File: src/rtl/wb_regfile.sv
// wb_regfile: RV32I writeback mux, 32x32 register file and register-dump engine.
// Optional macro WB_BYPASS_EN makes the read ports write-first.
module wb_regfile #(
    parameter int NB_PC      = 32,
    parameter int DATA_WIDTH = 32,
    parameter int NB_ADDR    = 5
) (
    input  logic                  clk,
    input  logic                  i_rst,
    input  logic                  i_regWrite,
    input  logic                  i_memToReg,
    input  logic                  i_jump,
    input  logic [NB_PC-1:0]      i_pc_next,
    input  logic [DATA_WIDTH-1:0] i_data,
    input  logic [DATA_WIDTH-1:0] i_alu,
    input  logic [NB_ADDR-1:0]    i_rd_addr,
    input  logic [NB_ADDR-1:0]    i_rs1_addr,
    input  logic [NB_ADDR-1:0]    i_rs2_addr,
    output logic [DATA_WIDTH-1:0] o_rs1_data,
    output logic [DATA_WIDTH-1:0] o_rs2_data,
    output logic [DATA_WIDTH-1:0] o_wb_data,
    input  logic                  i_dump_start,
    input  logic                  i_dump_ready,
    output logic                  o_dump_valid,
    output logic [NB_ADDR-1:0]    o_dump_addr,
    output logic [DATA_WIDTH-1:0] o_dump_data,
    output logic                  o_dump_done,
    output logic                  o_dump_busy
);
    localparam int NREG = 1 << NB_ADDR;
    typedef enum logic [1:0] {IDLE, DUMP, DONE} state_t;
    state_t                state_q, state_d;
    logic [NB_ADDR-1:0]    idx_q, idx_d, next_addr;
    logic [DATA_WIDTH-1:0] data_q, data_d, next_word;
    logic [DATA_WIDTH-1:0] regs_q [NREG];
    logic                  wr_en;
    assign o_wb_data = i_jump ? DATA_WIDTH'(i_pc_next) : (i_memToReg ? i_data : i_alu);
    assign wr_en     = i_regWrite && (i_rd_addr != '0);
`ifdef WB_BYPASS_EN
    assign o_rs1_data = (i_rs1_addr == '0) ? '0 :
                        (wr_en && i_rs1_addr == i_rd_addr) ? o_wb_data : regs_q[i_rs1_addr];
    assign o_rs2_data = (i_rs2_addr == '0) ? '0 :
                        (wr_en && i_rs2_addr == i_rd_addr) ? o_wb_data : regs_q[i_rs2_addr];
`else
    assign o_rs1_data = (i_rs1_addr == '0) ? '0 : regs_q[i_rs1_addr];
    assign o_rs2_data = (i_rs2_addr == '0) ? '0 : regs_q[i_rs2_addr];
`endif
    // The captured word must reflect a writeback landing on the same edge.
    assign next_addr = idx_q + 1'b1;
    assign next_word = (wr_en && i_rd_addr == next_addr) ? o_wb_data : regs_q[next_addr];
    always_comb begin
        state_d = state_q;
        idx_d   = idx_q;
        data_d  = data_q;
        case (state_q)
            IDLE: if (i_dump_start) begin
                state_d = DUMP;
                idx_d   = '0;
                data_d  = '0;
            end
            DUMP: if (i_dump_ready) begin
                if (idx_q == '1) state_d = DONE;
                else begin
                    idx_d  = next_addr;
                    data_d = next_word;
                end
            end
            default: state_d = IDLE;
        endcase
    end
    always_ff @(posedge clk) begin
        if (i_rst) begin
            state_q <= IDLE;
            idx_q   <= '0;
            data_q  <= '0;
            for (int i = 0; i < NREG; i++) regs_q[i] <= '0;
        end else begin
            state_q <= state_d;
            idx_q   <= idx_d;
            data_q  <= data_d;
            if (wr_en) regs_q[i_rd_addr] <= o_wb_data;
        end
    end
    assign o_dump_valid = (state_q == DUMP);
    assign o_dump_done  = (state_q == DONE);
    assign o_dump_busy  = (state_q != IDLE);
    assign o_dump_addr  = idx_q;
    assign o_dump_data  = data_q;
endmodule

File: config.mk
export PLATFORM = sky130hd
export DESIGN_NAME = wb_regfile
export DESIGN_NICKNAME = d
export VERILOG_FILES = /design/src/rtl/wb_regfile.sv
export SDC_FILE = /design/constraint.sdc
export NUM_CORES = 2
export LEC_CHECK = 0
export CORE_ASPECT_RATIO = 2
export CORE_UTILIZATION = 35
export DETAILED_ROUTE_END_ITERATION = 10
export SETUP_SLACK_MARGIN = 0.4
export SYNTH_ARGS = -nofsm -noshare
export SYNTH_HDL_FRONTEND = slang
export SYNTH_SLANG_ARGS = --single-unit
File: constraint.sdc
create_clock -name clk -period 3.9 [get_ports clk]
set_clock_uncertainty 0.15 [all_clocks]
set_input_delay 0.585 -clock clk [delete_from_list [all_inputs] [get_ports clk]]
set_output_delay 0.585 -clock clk [all_outputs]
set_load 0.01 [all_outputs]
# Yosys cells after proc, flatten, opt, wreduce, memory -nomap -nowiden
# Memory sizes are Yosys's and may differ from the RTL's.
# Index checks and enable logic that the tools add are counted.
# totals
wordCells	49
ram_bits	1024
in_bits	118
ff_bits	39
mem_count	1
# memory_table
memory	depth	word_bits	read_ports	rd_ports_with_merged_regs	write_ports	line	text
regs_q	32	32	3	0	32	35	logic [DATA_WIDTH-1:0] regs_q [NREG];
# op_classes
eq_ne	8
n_mux	25
add_sub_neg	1
reduce_logical	11
# ops
op	count
two-way mux 32 bit	9
one-hot mux 32 bit (2 select lines)	1
OR reduction 32 bit	1
two-way mux 5 bit	4
zero test 5 bit	2
one-hot mux 5 bit (2 select lines)	1
two-way mux 1 bit	6
two-way mux 2 bit	3
inequality test 2 bit, second input constant	3
adder 5 x 1 -> 5 bit, second input constant	1
== test 5 bit	1
== test 5 bit, second input constant	1
nonzero test 5 bit	1
one-hot mux 2 bit (2 select lines)	1
AND reduction 4 bit	1
nonzero test 2 bit	2
AND reduction 3 bit	1
== test 2 x 1 -> 1 bit, second input constant	1
== test 2 bit, second input constant	1
logical AND 1 bit	2
zero test 2 bit	1
inequality test 2 x 1 -> 1 bit, second input constant	1

# Logic depth before layout (Yosys ltp)
# logic_depth
ltp_word	7
depth_mapped	12
depth_no_buf	9

# Worst setup path before layout
# Ideal clock, no wire load.
# synth_timing
path_kind	input-to-reg
start	input port i_rst
end	memory regs_q[3][0], enable pin
stages	5
n_path_buf	1
slack_ns	0.889
required_ns	3.356
arrival_time_ns	2.467
setup_time_ns	0.394
path_cell_list	clkbuf_1 -> or3b_2 -> nor3_1 -> nand3_1 -> nand2b_1
# synth_lines
item	line	text
start: declaration	9	input logic i_rst,
end: declaration	35	

# Worst setup path after layout
# layout_timing
start	input port i_rs2_addr[0]
end	output port o_rs2_data[10]
# layout_via
elab_chain_len	2
# layout_rtl
item	line	text
start: declaration	18	input logic [NB_ADDR-1:0] i_rs2_addr,
memory (32 x 32 bit) or zero test 5 bit (tied branches)	-	
two-way mux 32 bit *	46	assign o_rs2_data = (i_rs2_addr == '0) ? '0 : regs_q[i_rs2_addr];
end: declaration	20	output logic [DATA_WIDTH-1:0] o_rs2_data,
# Every way passes the cells marked *; elsewhere a longest branch is shown, timed or not.

==> metrics.cfg <==
[run_status]
status = finished, violations left
violations = design-rule violations

[synthesis]
async_flop_share_pct = 0
synth-edff-count = 1024
ys.warnings.count = 0
synth.distinct_cells = 51
synth-seq-cells = 1063
yosysTopAreaCell = edfxtp_1
syn_area_um2 = 62900
netlist_instances = 4738
ys_seq_area_share_pct = 50.1
synthTopCellsByArea = edfxtp_1 49%, mux4_2 23%, nor2_1 6.2%
yosysTopAreaCellShare_pct = 48.9
synth.avg_cell_area_um2 = 13.3
ys.flop_type = edfxtp_1
synth.most_common_cell = nor2_1
yosys-top-cells-count = 1,047 x nor2_1, 1,024 x edfxtp_1, 641 x mux4_2

[clock_network]
numCtsBuffers = 93
cts_root_buffer = clkbuf_16
htree_levels = 3
path_clk_slew_ns = 0.07
tritoncts = built
postCtsHoldBufs = 0
clock_path_buffers = 3
clk_latency_ns = 0.74
cts.sinks = 1063

[sta]
finalSetupViolations = 0
fin_crit_sh_pct = 89.9
rsz0062_at_grt = true
timing.slew.headroom_pct = 32.4
fmax_ghz = 0.285
period_needed_ns = 3.51
worst_pin_slew_ns = 1.01
slew_violations = 0
hold_viol = 0

[power]
cellPowerDensity_nw_per_um2 = 388
finalPower_mw = 29.6
clkPwrFrac_pct = 35.2
switchingPower_mw = 8.17
irDropWorstVdd_mv = 0.400
seq_power_share_pct = 46.0
swShare_pct = 27.6
leakage_nw = 26.2
pwr-share-comb_pct = 18.7
power.internal_mw = 21.4

[route]
ant_nets = 0
drt_iter0_drc = 6803
avgRoutedWirePerCell_um = 37.7
viasPerCell = 6.64
postRouteWirelength_um = 280000
drc = 43
route.vias.total = 49300
drtPass1Iterations = 11

[worst_setup_path]
crit_path_top_delay_cell = clkdlybuf4s50_1
worstPathCellList = buf_12, buf_12, buf_12, mux4_2, mux2_2, o22ai_4, nor3_2, clkdlybuf4s50_1
critical-path-max-stage-delay_ns = 0.48
worst_setup_path_start_kind = input pin
critPathKind = in -> out
crit_family = buffers and inverters
worstPathBufferInverterCount = 4
worst-endpoint-arrival_ns = 2.77
setup.worst_path.end_class = output pin
required_ns = 3.16
crit_fanout = 32
critPathMostFrequentCell = buf_12

[placed_design]
routabilityCongestion = 0.947
dpl.hpwl_um = 181000
portBuffers = 253
place_area_um2 = 71000

[cells_and_area]
seqCellArea_um2 = 31500
stdcell_area_um2 = 76300
fin_nets = 5148
multi_input_area_um2 = 30300
areaGrowthSynthToFinish_pct = 21.2
drive_gt1_share_pct = 32.6
utilization_pct = 42.8
fillers = 16100

[global_route]
antenna_found_initial = 15
grt_max_degree = 81
grt_pass1_wl_um = 383000
track_usage_pct = 30.4
grt_pass1_vias = 49700
grt-ovfl-total = 0

[floorplanning]
die_w_um = 302
die_h_um = 602
rows = 219
pin_count = 254
start_util_pct = 35.3
die_area_um2 = 182000
core_um2 = 178000

[job]
maxCapViolations = 0

[worst_hold_path]
hold_path_class = in -> reg

-- what timing repair did --
action | 4_1_cts | 5_1_grt
buffers inserted | 36 | 27
pin swaps | 7 | 6
gates resized for setup | 186 | 46
cloned | 12 | 2
endpoints found under the setup margin | 66 | 34
-- flip-flops by register name (all words and copies together) (netlist names) --
name / flops
regs_q: 1024
o_dump_addr: 5
o_dump_data: 32
state_q: 2
-- final timing paths --
kind                   startpoint         endpoint  slack [ns]  cells after the start
hold / removal              i_rst  o_dump_data[23]        0.28                      3
setup / recovery    i_rs2_addr[0]   o_rs2_data[10]        0.39                      8
setup reg to reg   o_dump_addr[1]   o_dump_data[7]        0.52                     10
hold reg to reg   o_dump_data[21]  o_dump_data[21]        0.30                      2
-- cell type report --
type,instances,share of cell area [%]
Multi-Input combinational cell,3133,39.7
Tap cell,2320,3.81
Antenna cell,3,0.00984
Timing Repair Buffer,703,10.6
Clock buffer,116,3.30
Clock inverter,60,1.08
Inverter,34,0.167
Sequential cell,1063,41.4
-- power groups by stage --
stage	Sequential [mW]	Clock [mW]	Combinational (mW)
2_1_floorplan	13.7	0	2.97
3_3_place_gp	13.8	0	5.16
3_5_place_dp	13.9	0	5.19
4_1_cts	13.6	10.5	5.41
5_1_grt	13.7	10.8	5.70
6_report	13.6	10.4	5.54
-- metrics by stage --
step | worst slack [ns] | hold WS, ns | setup TNS [ns] | cells
after floorplan | 0.889 | 0.326 | 0 | 4769
after global routing | 0.354 | 0.311 | 0 | 7430
after global placement | -0.182 | 0.294 | -0.560 | 7176
after CTS | 0.261 | 0.304 | 0 | 7400
final | 0.393 | 0.281 | 0 | 7432
after detailed placement | -0.194 | 0.297 | -0.638 | 7176
-- layer usage --
layer	GRT usage (%)	vias up	wire length (um)
met4	25.0	22	28100
met5	0	-	144
met2	50.3	3996	135000
met1	32.6	25000	86000
li1	-	19000	-
met3	7.41	1331	30500
-- cell families after synthesis --
logic type / after synthesis / share of synthesized area (%)
buf+inv: 573 / 3.82
other cells: 1 / 0.00596
mux: 1057 / 29.9
flops: 1063 / 50.1
fa+ha+maj: 2 / 0.0398
simple gates: 1486 / 9.72
xor+xnor: 8 / 0.145
compound gates: 548 / 6.20
-- layout by cell type, fill, tap and decap left out, types with 27 or more instances in the layout --
master,n
o31ai_1,29
edfxtp_1,1024
a22o_1,63
o41ai_1,31
conb_1,32
inv_1,33
a21oi_1,98
and3_1,34
mux2i_1,214
nor2b_1,68
a211oi_1,31
dlygate4sd2_1,34
nand2_1,166
o22ai_1,63
buf_12,111
nand2b_2,36
mux4_2,641
a32oi_1,62
mux2_2,191
a2111oi_0,31
nand2_2,28
nor2_1,1043
dfxtp_1,38
nor3_2,37
buf_4,298
clkbuf_16,97
a22oi_1,64
clkdlybuf4s50_1,189
buf_16,27
-- worst register-to-register path, cell delays in order (launching register included) --
cell and delay (ns):
dfxtp_1 0.51, ha_4 0.27, and3_1 0.19, ha_1 0.40, nor2b_1 0.27, mux2i_4 0.11
buf_12 0.21, o41ai_1 0.76, o31ai_4 0.18, buf_4 0.17, a21oi_1 0.12
(Power assumes the default switching activity.)
